[src/rtl/muldiv_ctrl.sv]
// HI/LO owner and sequencer for a fixed-latency multiply/divide unit.
// Launches the unit, counts its latency, commits HI/LO, and stalls EX while busy.
module muldiv_ctrl #(
  parameter int MUL_LAT = 4,
  parameter int DIV_LAT = 32
) (
  input  logic        clk,
  input  logic        rst,
  input  logic        op_valid,
  input  logic [2:0]  op,
  input  logic [31:0] rs_data,
  input  logic [31:0] rt_data,
  input  logic        flush,
  output logic        stall,
  output logic [31:0] rd_data,
  output logic        busy,
  output logic        unit_start,
  output logic [1:0]  unit_op,
  output logic [31:0] unit_a,
  output logic [31:0] unit_b,
  input  logic [31:0] unit_hi,
  input  logic [31:0] unit_lo
);

  localparam int MAX_LAT = (MUL_LAT > DIV_LAT) ? MUL_LAT : DIV_LAT;
  localparam int CW      = $clog2(MAX_LAT + 1);

  localparam logic [2:0] OP_MFHI = 3'd4;
  localparam logic [2:0] OP_MTHI = 3'd6;
  localparam logic [2:0] OP_MTLO = 3'd7;

  typedef enum logic {S_IDLE, S_RUN} state_e;

  state_e        state_q, state_d;
  logic [CW-1:0] cnt_q, cnt_d;
  logic [31:0]   hi_q, hi_d, lo_q, lo_d;
  logic [31:0]   ua_q, ua_d, ub_q, ub_d;
  logic [1:0]    uop_q, uop_d;
  logic          start_q, start_d;

  logic accept, launch_mul, launch_div;

  assign accept     = op_valid && !flush && (state_q == S_IDLE);
  assign launch_mul = accept && (op[2:1] == 2'b00);
  // Divide by zero is swallowed: no launch, HI/LO untouched.
  assign launch_div = accept && (op[2:1] == 2'b01) && (rt_data != 32'd0);

  assign stall      = op_valid && !flush && (state_q == S_RUN);
  assign rd_data    = (op == OP_MFHI) ? hi_q : lo_q;
  assign busy       = (state_q == S_RUN);
  assign unit_start = start_q;
  assign unit_op    = uop_q;
  assign unit_a     = ua_q;
  assign unit_b     = ub_q;

  always_comb begin
    state_d = state_q;
    cnt_d   = cnt_q;
    hi_d    = hi_q;
    lo_d    = lo_q;
    ua_d    = ua_q;
    ub_d    = ub_q;
    uop_d   = uop_q;
    start_d = 1'b0;
    if (state_q == S_IDLE) begin
      if (launch_mul || launch_div) begin
        state_d = S_RUN;
        cnt_d   = launch_mul ? CW'(MUL_LAT) : CW'(DIV_LAT);
        ua_d    = rs_data;
        ub_d    = rt_data;
        uop_d   = op[1:0];
        start_d = 1'b1;
      end
      if (accept && op == OP_MTHI) hi_d = rs_data;
      if (accept && op == OP_MTLO) lo_d = rs_data;
    end else begin
      // Flush beats commit even on the final count.
      if (flush) begin
        state_d = S_IDLE;
        cnt_d   = '0;
      end else if (cnt_q == CW'(1)) begin
        state_d = S_IDLE;
        cnt_d   = '0;
        hi_d    = unit_hi;
        lo_d    = unit_lo;
      end else begin
        cnt_d = cnt_q - CW'(1);
      end
    end
  end

  always_ff @(posedge clk) begin
    if (rst) begin
      state_q <= S_IDLE;
      cnt_q   <= '0;
      hi_q    <= '0;
      lo_q    <= '0;
      ua_q    <= '0;
      ub_q    <= '0;
      uop_q   <= '0;
      start_q <= 1'b0;
    end else begin
      state_q <= state_d;
      cnt_q   <= cnt_d;
      hi_q    <= hi_d;
      lo_q    <= lo_d;
      ua_q    <= ua_d;
      ub_q    <= ub_d;
      uop_q   <= uop_d;
      start_q <= start_d;
    end
  end

endmodule

[config.mk]
export PLATFORM = sky130hd
export DESIGN_NAME = muldiv_ctrl
export DESIGN_NICKNAME = d
export VERILOG_FILES = /design/src/rtl/muldiv_ctrl.sv
export SDC_FILE = /design/constraint.sdc
export NUM_CORES = 1
export LEC_CHECK = 0
export CORE_MARGIN = 2
export CORE_UTILIZATION = 50
export CTS_BUF_LIST = sky130_fd_sc_hd__clkbuf_4 sky130_fd_sc_hd__clkbuf_8 sky130_fd_sc_hd__clkbuf_16
export DETAILED_ROUTE_END_ITERATION = 12
export PLACE_DENSITY = 0.86
export RECOVER_POWER = 25
export SYNTH_ARGS = -nofsm -noshare
export SYNTH_HDL_FRONTEND = slang
export SYNTH_SLANG_ARGS = --single-unit
[constraint.sdc]
create_clock -name clk -period 5.6 [get_ports clk]
set_clock_uncertainty 0.1 [all_clocks]
set_input_delay 1.12 -clock clk [delete_from_list [all_inputs] [get_ports clk]]
set_output_delay 1.12 -clock clk [all_outputs]
set_load 0.005 [all_outputs]
==> reports/results.tsv, run 1 <==
stage	metric	value	unit
status	status	finished clean	
setup_path	Worst setup SP type	input pin	
finish	nets	1219	
power_and_ir_drop	Pint	2.04	mW
clocking	CTS Sinks	138	
floorplanning	initial core utilization	0.515	
logic_synthesis	Post-Synth Adder-Cell Area	0.00347	
routing	drt wl/cell	17.2	microns
global_route	largest net degree at the start of global routing	117	
logic_synthesis	post-synth cell types	40	
routing	post-route ant nets	0	
power_and_ir_drop	Lkg Pwr	3.76	nW
logic_synthesis	compound-gate portion of the synthesized area	0.182	
finish	Sequential Area	0.00277	sq mm
global_route	global-route wire length before repair	33.2	mm
clocking	clk root buf	clkbuf_16	
sta	setup TNS	0	ps
logic_synthesis	fraction of the mapped netlist area in simple logic gates	0.261	
setup_path	CP Class	input pin to primary output	
global_route	most used routing layer	met2	
floorplanning	chip height	124	microns
logic_synthesis	cell taking the most area after synthesis	dfxtp_1	
sta	crit path time final	4380	ps
sta	Worst-Margin Slew	1190	ps
placed_design	Final Wtd Congestion	0.844	
global_route	initial antenna violation count	0	
power_and_ir_drop	net switching power	588	uW
floorplanning	DIE WIDTH	124	microns
logic_synthesis	top post-synthesis cells by area	dfxtp_1, a211oi_1, nand2b_1, nand2_1, mux2i_1	
finish	share of post-route cells with drive strength above 1	0.0448	
setup_path	Worst EP arrival	3160	ps
global_route	GRT Total Usage	0.278	
clocking	CTS tree	done	
clocking	clock insertion delay at the later pin of the skew report	410	ps
floorplanning	num ports	236	
logic_synthesis	area share of the largest cell type after synthesis	0.383	
clocking	CTS Buffer Depth	2	
sta	final setup fails	0	
placed_design	placed cells	1243	
sta	Pins Over Slew Limit	0	
floorplanning	die area	0.0154	sq mm
clocking	post-CTS setup buffer count	0	
finish	most common cell after layout, fill and taps aside	clkdlybuf4s50_1	
flow_run	Max Cap Viol	0	
global_route	total gr overflow	0	
global_route	met2 usage	0.448	
placed_design	Port Buffers	235	
logic_synthesis	XOR/XNOR share of the synthesized area	0.00122	
finish	Non-Filler Instances	1274	
logic_synthesis	main combinational cell family by area after synthesis	simple AND/OR/NAND/NOR gates	
global_route	vias in the first global route	6518	
routing	DRC violations left	0	
logic_synthesis	Seq/Total Area, Yosys	0.383	
power_and_ir_drop	Comb pwr share	0.121	
logic_synthesis	Synth warnings	0	
setup_path	Cell Chain, Critical Path	clkdlybuf4s50_1 > nor3b_4 > buf_4 > nand2_1 > o21ai_0 > clkdlybuf4s50_1	
global_route	met3 Usage GRT	0.0815	
setup_path	Worst EP required	4380	ps
floorplanning	core area	0.0140	sq mm
power_and_ir_drop	peak supply drop	213	uV
sta	relative slew slack	0.208	
setup_path	maximum fanout along the worst path	64	
clocking	hold_buf cts	0	
finish	fin util	0.729	
setup_path	CP dominant cell by count	clkdlybuf4s50_1	
sta	Final Hold Fails	0	
logic_synthesis	post-synthesis instance total	895	
routing	Vias	6906	
power_and_ir_drop	pwr/cell area	258	mW/mm^2
clocking	H-tree depth	4	
logic_synthesis	#FFs+latches synth	138	
finish	area delta synth->final	41.5	%
routing	First-pass DRT Iterations	5	
finish	area of the multi-input gates	0.00385	sq mm
finish	most frequent cells in the layout	clkdlybuf4s50_1, nand2_1, nand2b_1	
sta	RSZ-0062 raised after global routing	false	
placed_design	dpl hpwl	14.8	mm
power_and_ir_drop	Sw Share	0.223	
clocking	clock-pin transition on the worst setup and hold timing paths	60	ps
setup_path	crit-path max cell delay	550	ps
power_and_ir_drop	clock network fraction of total power	0.485	
setup_path	CP endpoint kind	primary output	
power_and_ir_drop	register share of total power	0.394	
logic_synthesis	synthesized area per cell	8.05	sq um
routing	final WL	21.9	mm
finish	Fillers	1064	
setup_path	Slowest-stage cell, CP	clkdlybuf4s50_1	
logic_synthesis	multiplexer share of the synthesized area	0.0861	
logic_synthesis	Synth Net Count	1032	
global_route	grt met1 use	0.349	
sta	Final period util	0.782	
clocking	number of CTS-inserted buffers	17	
sta	maximum clock frequency	228	MHz
floorplanning	num rows	43	
routing	Starting DRT DRC Count	472	
clocking	cts repair resizes	0	
sta	hold slack	361	ps
finish	Diodes inserted	0	
routing	vias per cell	5.42	
min_path	worst min path class	flop to flop	
logic_synthesis	Syn Std Cell Area	0.00721	sq mm
[metal layers]
metal,vias up,wire length (microns),part of all wire
met5,-,0,0
met4,0,605,0.028
met3,42,1840,0.084
met2,264,10200,0.47
met1,3205,9190,0.42
li1,3395,-,-
[area by class of cell]
type | instances | share of cell area
clock buffer | 19 | 0.0438
timing repair buffer | 244 | 0.238
clock inverter | 12 | 0.0216
sequential | 138 | 0.271
tap | 180 | 0.0221
inverter | 67 | 0.0247
multi-input combinational | 614 | 0.378
[state kept, by name, summed over array words and instances (netlist names)]
signal      cells
hi_q           32
lo_q           32
unit_a         32
unit_b         32
cnt_q           6
unit_op         2
busy            1
unit_start      1
[power groups by stage]
stage | Sequential [mW] | Clock [mW] | Combinational, mW
2_1_floorplan | 1.05 | 0 | 0.145
3_3_place_gp | 1.06 | 0 | 0.315
3_5_place_dp | 1.06 | 0 | 0.319
4_1_cts | 1.04 | 1.29 | 0.322
5_1_grt | 1.04 | 1.33 | 0.344
6_report | 1.04 | 1.28 | 0.317
[per-stage QoR]
step                      cell area (sq um)  total power [mW]  setup slack [ps]
after global routing                  10200              2.71              1060
after detailed placement               9530              1.38              1240
final                                 10200              2.63              1220
after floorplan                        7210              1.19              2420
after global placement                 9530              1.37              1350
after CTS                             10200              2.65              1230
[cells in the mapped netlist]
master	instances
and3b_1	1
buf_2	16
mux2i_1	62
or3_1	4
or4b_1	1
xnor2_1	1
buf_6	5
nor4b_2	1
buf_1	2
a31oi_1	4
o31a_1	1
o21ai_0	33
inv_1	67
nand4_1	4
a221oi_1	1
a211oi_1	133
nand3_1	1
dfxtp_1	138
o41ai_1	3
a31o_2	1
nor3b_1	2
nor3_1	3
nor3b_2	1
ha_1	2
nand2_1	169
o21a_1	1
nor2_1	6
o22ai_1	1
buf_4	2
nand2b_1	157
clkbuf_1	51
or2_2	1
nor4b_1	2
a21o_1	3
and4_1	2
and2_1	1
nand4b_1	2
nor4_1	7
a21oi_1	2
a31oi_4	1
[path summary, 6_finish.rpt]
path | cells after the start | end | start | slack, ps
worst max-delay path | 6 | rd_data[23] | op[1] | 1220
worst min-delay path | 2 | hi_q[28]$_SDFFE_PP0P_ | hi_q[28]$_SDFFE_PP0P_ | 360
worst max register to register | 5 | hi_q[12]$_SDFFE_PP0P_ | busy$_SDFF_PP0_ | 2380
worst min register to register | 2 | hi_q[28]$_SDFFE_PP0P_ | hi_q[28]$_SDFFE_PP0P_ | 360
[cell families after synthesis]
family,count (synthesis)
buf+inv,143
fa+ha+maj,2
mux,62
xor+xnor,1
simple gates,365
flops,138
compound gates,184
[worst max-delay path: cells and delay by family]
family / cells / cell delay (ps)
AO/OA/AOI/OAI: 1 / 110
buffers and inverters: 3 / 1560
AND/OR/NAND/NOR: 2 / 320
No activity file was read; power rests on OpenSTA's default activity.
==> inputs of run 2 (changes only) <==
Settings changed: CORE_UTILIZATION 50 to 42, PLACE_DENSITY 0.86 to 0.77.
Clock period 5.6 ns to 4 ns, I/O delays scaled along.
==> run 2 against run 1 <==
  * Cell count grew 3.6%
  * Via count shrank 0.48%
  * Routed wire length grew 1.3%
  * Final area grew 0.43%
  * Flip-flop and latch count is the same
  * Global-route usage shrank 3.6 points
  * Critical path type unchanged
  * Critical endpoint is now rd_data[30]
  * Largest power group unchanged
==> reports/results.tsv, run 2 (synthesis results as in run 1) <==
stage	metric	value	unit	change
clocking	cts repair resizes	0		unchanged
finish	share of post-route cells with drive strength above 1	0.0491		was 0.0448
sta	maximum clock frequency	283	MHz	
sta	Final Hold Fails	0		unchanged
clocking	clk root buf	clkbuf_16		unchanged
global_route	total gr overflow	0		unchanged
setup_path	maximum fanout along the worst path	64		unchanged
finish	nets	1223		was 1219
global_route	grt met1 use	0.324		was 0.349
placed_design	placed cells	1287		was 1243
sta	Pins Over Slew Limit	0		unchanged
routing	First-pass DRT Iterations	8		was 5
finish	fin util	0.613		was 0.729
sta	Worst-Margin Slew	952	ps	was 1190 ps
clocking	clock insertion delay at the later pin of the skew report	420	ps	was 410 ps
global_route	global-route wire length before repair	34.9	mm	was 33.2 mm
global_route	GRT Total Usage	0.243		was 0.278
placed_design	DP Worst Slack	450	ps	was 1240 ps
floorplanning	DIE WIDTH	135	microns	was 124 microns
routing	post-route ant nets	0		unchanged
setup_path	CP endpoint kind	primary output		unchanged
setup_path	Worst setup SP type	input pin		unchanged
routing	Vias	6873		was 6906
global_route	initial antenna violation count	0		unchanged
setup_path	Worst EP required	3100	ps	was 4380 ps
global_route	most used routing layer	met2		unchanged
sta	final worst slack	461	ps	was 1220 ps
clocking	CTS Buffer Depth	2		unchanged
sta	setup TNS	0	ps	unchanged
finish	area delta synth->final	42.1	%	was 41.5%
power_and_ir_drop	net switching power	834	uW	was 588 uW
min_path	worst min path class	flop to flop		unchanged
flow_run	Max Cap Viol	0		unchanged
clocking	number of CTS-inserted buffers	17		unchanged
global_route	met3 Usage GRT	0.0717		was 0.0815
finish	most frequent cells in the layout	clkdlybuf4s50_1, nand2_1, nand2b_1		unchanged
clocking	H-tree depth	4		unchanged
clocking	clock-pin transition on the worst setup and hold timing paths	60	ps	about the same
setup_path	Worst EP arrival	2640	ps	was 3160 ps
power_and_ir_drop	pwr/cell area	342	mW/mm^2	was 258 mW/mm^2
finish	Non-Filler Instances	1320		was 1274
global_route	vias in the first global route	6648		was 6518
floorplanning	num rows	47		was 43
setup_path	Worst R2R Path Depth	7		was 5
power_and_ir_drop	clock network fraction of total power	0.458		was 0.485
placed_design	dpl hpwl	14.9	mm	was 14.8 mm
setup_path	CP Class	input pin to primary output		unchanged
clocking	hold_buf cts	0		unchanged
placed_design	Final Wtd Congestion	0.892		was 0.844
clocking	post-CTS setup buffer count	0		unchanged
sta	crit path time final	3540	ps	
global_route	largest net degree at the start of global routing	104		was 117
floorplanning	num ports	236		unchanged
power_and_ir_drop	Sw Share	0.238		was 0.223
sta	relative slew slack	0.365		was 0.208
clocking	CTS tree	done		unchanged
finish	most common cell after layout, fill and taps aside	clkdlybuf4s50_1		unchanged
status	status	finished clean		unchanged
power_and_ir_drop	peak supply drop	306	uV	was 213 uV
routing	DRC violations left	0		unchanged
floorplanning	die area	0.0182	sq mm	was 0.0154 sq mm
sta	RSZ-0062 raised after global routing	false		unchanged
floorplanning	chip height	135	microns	was 124 microns
floorplanning	core area	0.0167	sq mm	was 0.0140 sq mm
global_route	met2 usage	0.375		was 0.448
power_and_ir_drop	Pint	2.67	mW	was 2.04 mW
sta	hold slack	355	ps	was 361 ps
sta	Final period util	0.885		
power_and_ir_drop	Lkg Pwr	3.76	nW	about the same
placed_design	Port Buffers	235		unchanged
clocking	CTS Sinks	138		unchanged
routing	final WL	22.1	mm	was 21.9 mm
routing	vias per cell	5.21		was 5.42
power_and_ir_drop	Comb pwr share	0.129		was 0.121
min_path	Worst Hold Depth	2		unchanged
sta	final setup fails	0		unchanged
floorplanning	initial core utilization	0.432		was 0.515
power_and_ir_drop	register share of total power	0.413		was 0.394
routing	drt wl/cell	16.8	microns	was 17.2 microns
routing	Starting DRT DRC Count	397		was 472
## run 2: changes by cell type in the layout (fill, tap and decap cells not counted)
cell / change
buf_4: +2
clkinv_2: +3
clkbuf_16: +1
bufinv_16: -4
clkbuf_8: +1
inv_4: -1
clkinv_4: +1
diode_2: +1
buf_12: +2
## run 2: layout make-up
cell class / instances / area (sq um)
inverter: 67 / 251
clock inverter: 11 / 118
tap: 220 / 275
sequential: 138 / 2770
antenna: 1 / 2.50
multi-input combinational: 614 / 3850
fill: 1438 / 6460
clock buffer: 21 / 485
timing repair buffer: 248 / 2480
## run 2: path summary, 6_finish.rpt
path,from,slack (ps),endpoint
worst max register to register,cnt_q[0]$_SDFFE_PP0P_,1440,hi_q[30]$_SDFFE_PP0P_
worst max-delay path,op[1],460,rd_data[30]
worst min register to register,hi_q[9]$_SDFFE_PP0P_,360,hi_q[9]$_SDFFE_PP0P_
worst min-delay path,hi_q[9]$_SDFFE_PP0P_,360,hi_q[9]$_SDFFE_PP0P_
## run 2: power groups by stage
stage / clock network, mW / registers (mW) / logic (mW)
after floorplan: 0 / 1.47 / 0.203
after global placement: 0 / 1.47 / 0.455
after detailed placement: 0 / 1.47 / 0.458
after CTS: 1.63 / 1.44 / 0.462
after global routing: 1.69 / 1.45 / 0.494
final: 1.60 / 1.44 / 0.453
## run 2: worst max-delay path, cell delays in order
cell and delay (ps):
clkdlybuf4s50_1 560, nor3b_4 290, buf_12 260, nand2_1 80
o21ai_0 90, clkdlybuf4s50_1 530
## run 2: per-layer routing
| metal | vias up | wire [microns] |
|---|---|---|
| met1 | 3158 | 9580 |
| met5 | - | 0 |
| met2 | 268 | 10200 |
| li1 | 3417 | - |
| met3 | 30 | 1870 |
| met4 | 0 | 522 |
## run 2: stage by stage
stage                     instance area (sq um)  total power, mW
after floorplan                            7210             1.67
after global placement                     9630             1.93
after detailed placement                   9630             1.93
after CTS                                 10200             3.54
after global routing                      10200             3.63
final                                     10200             3.50
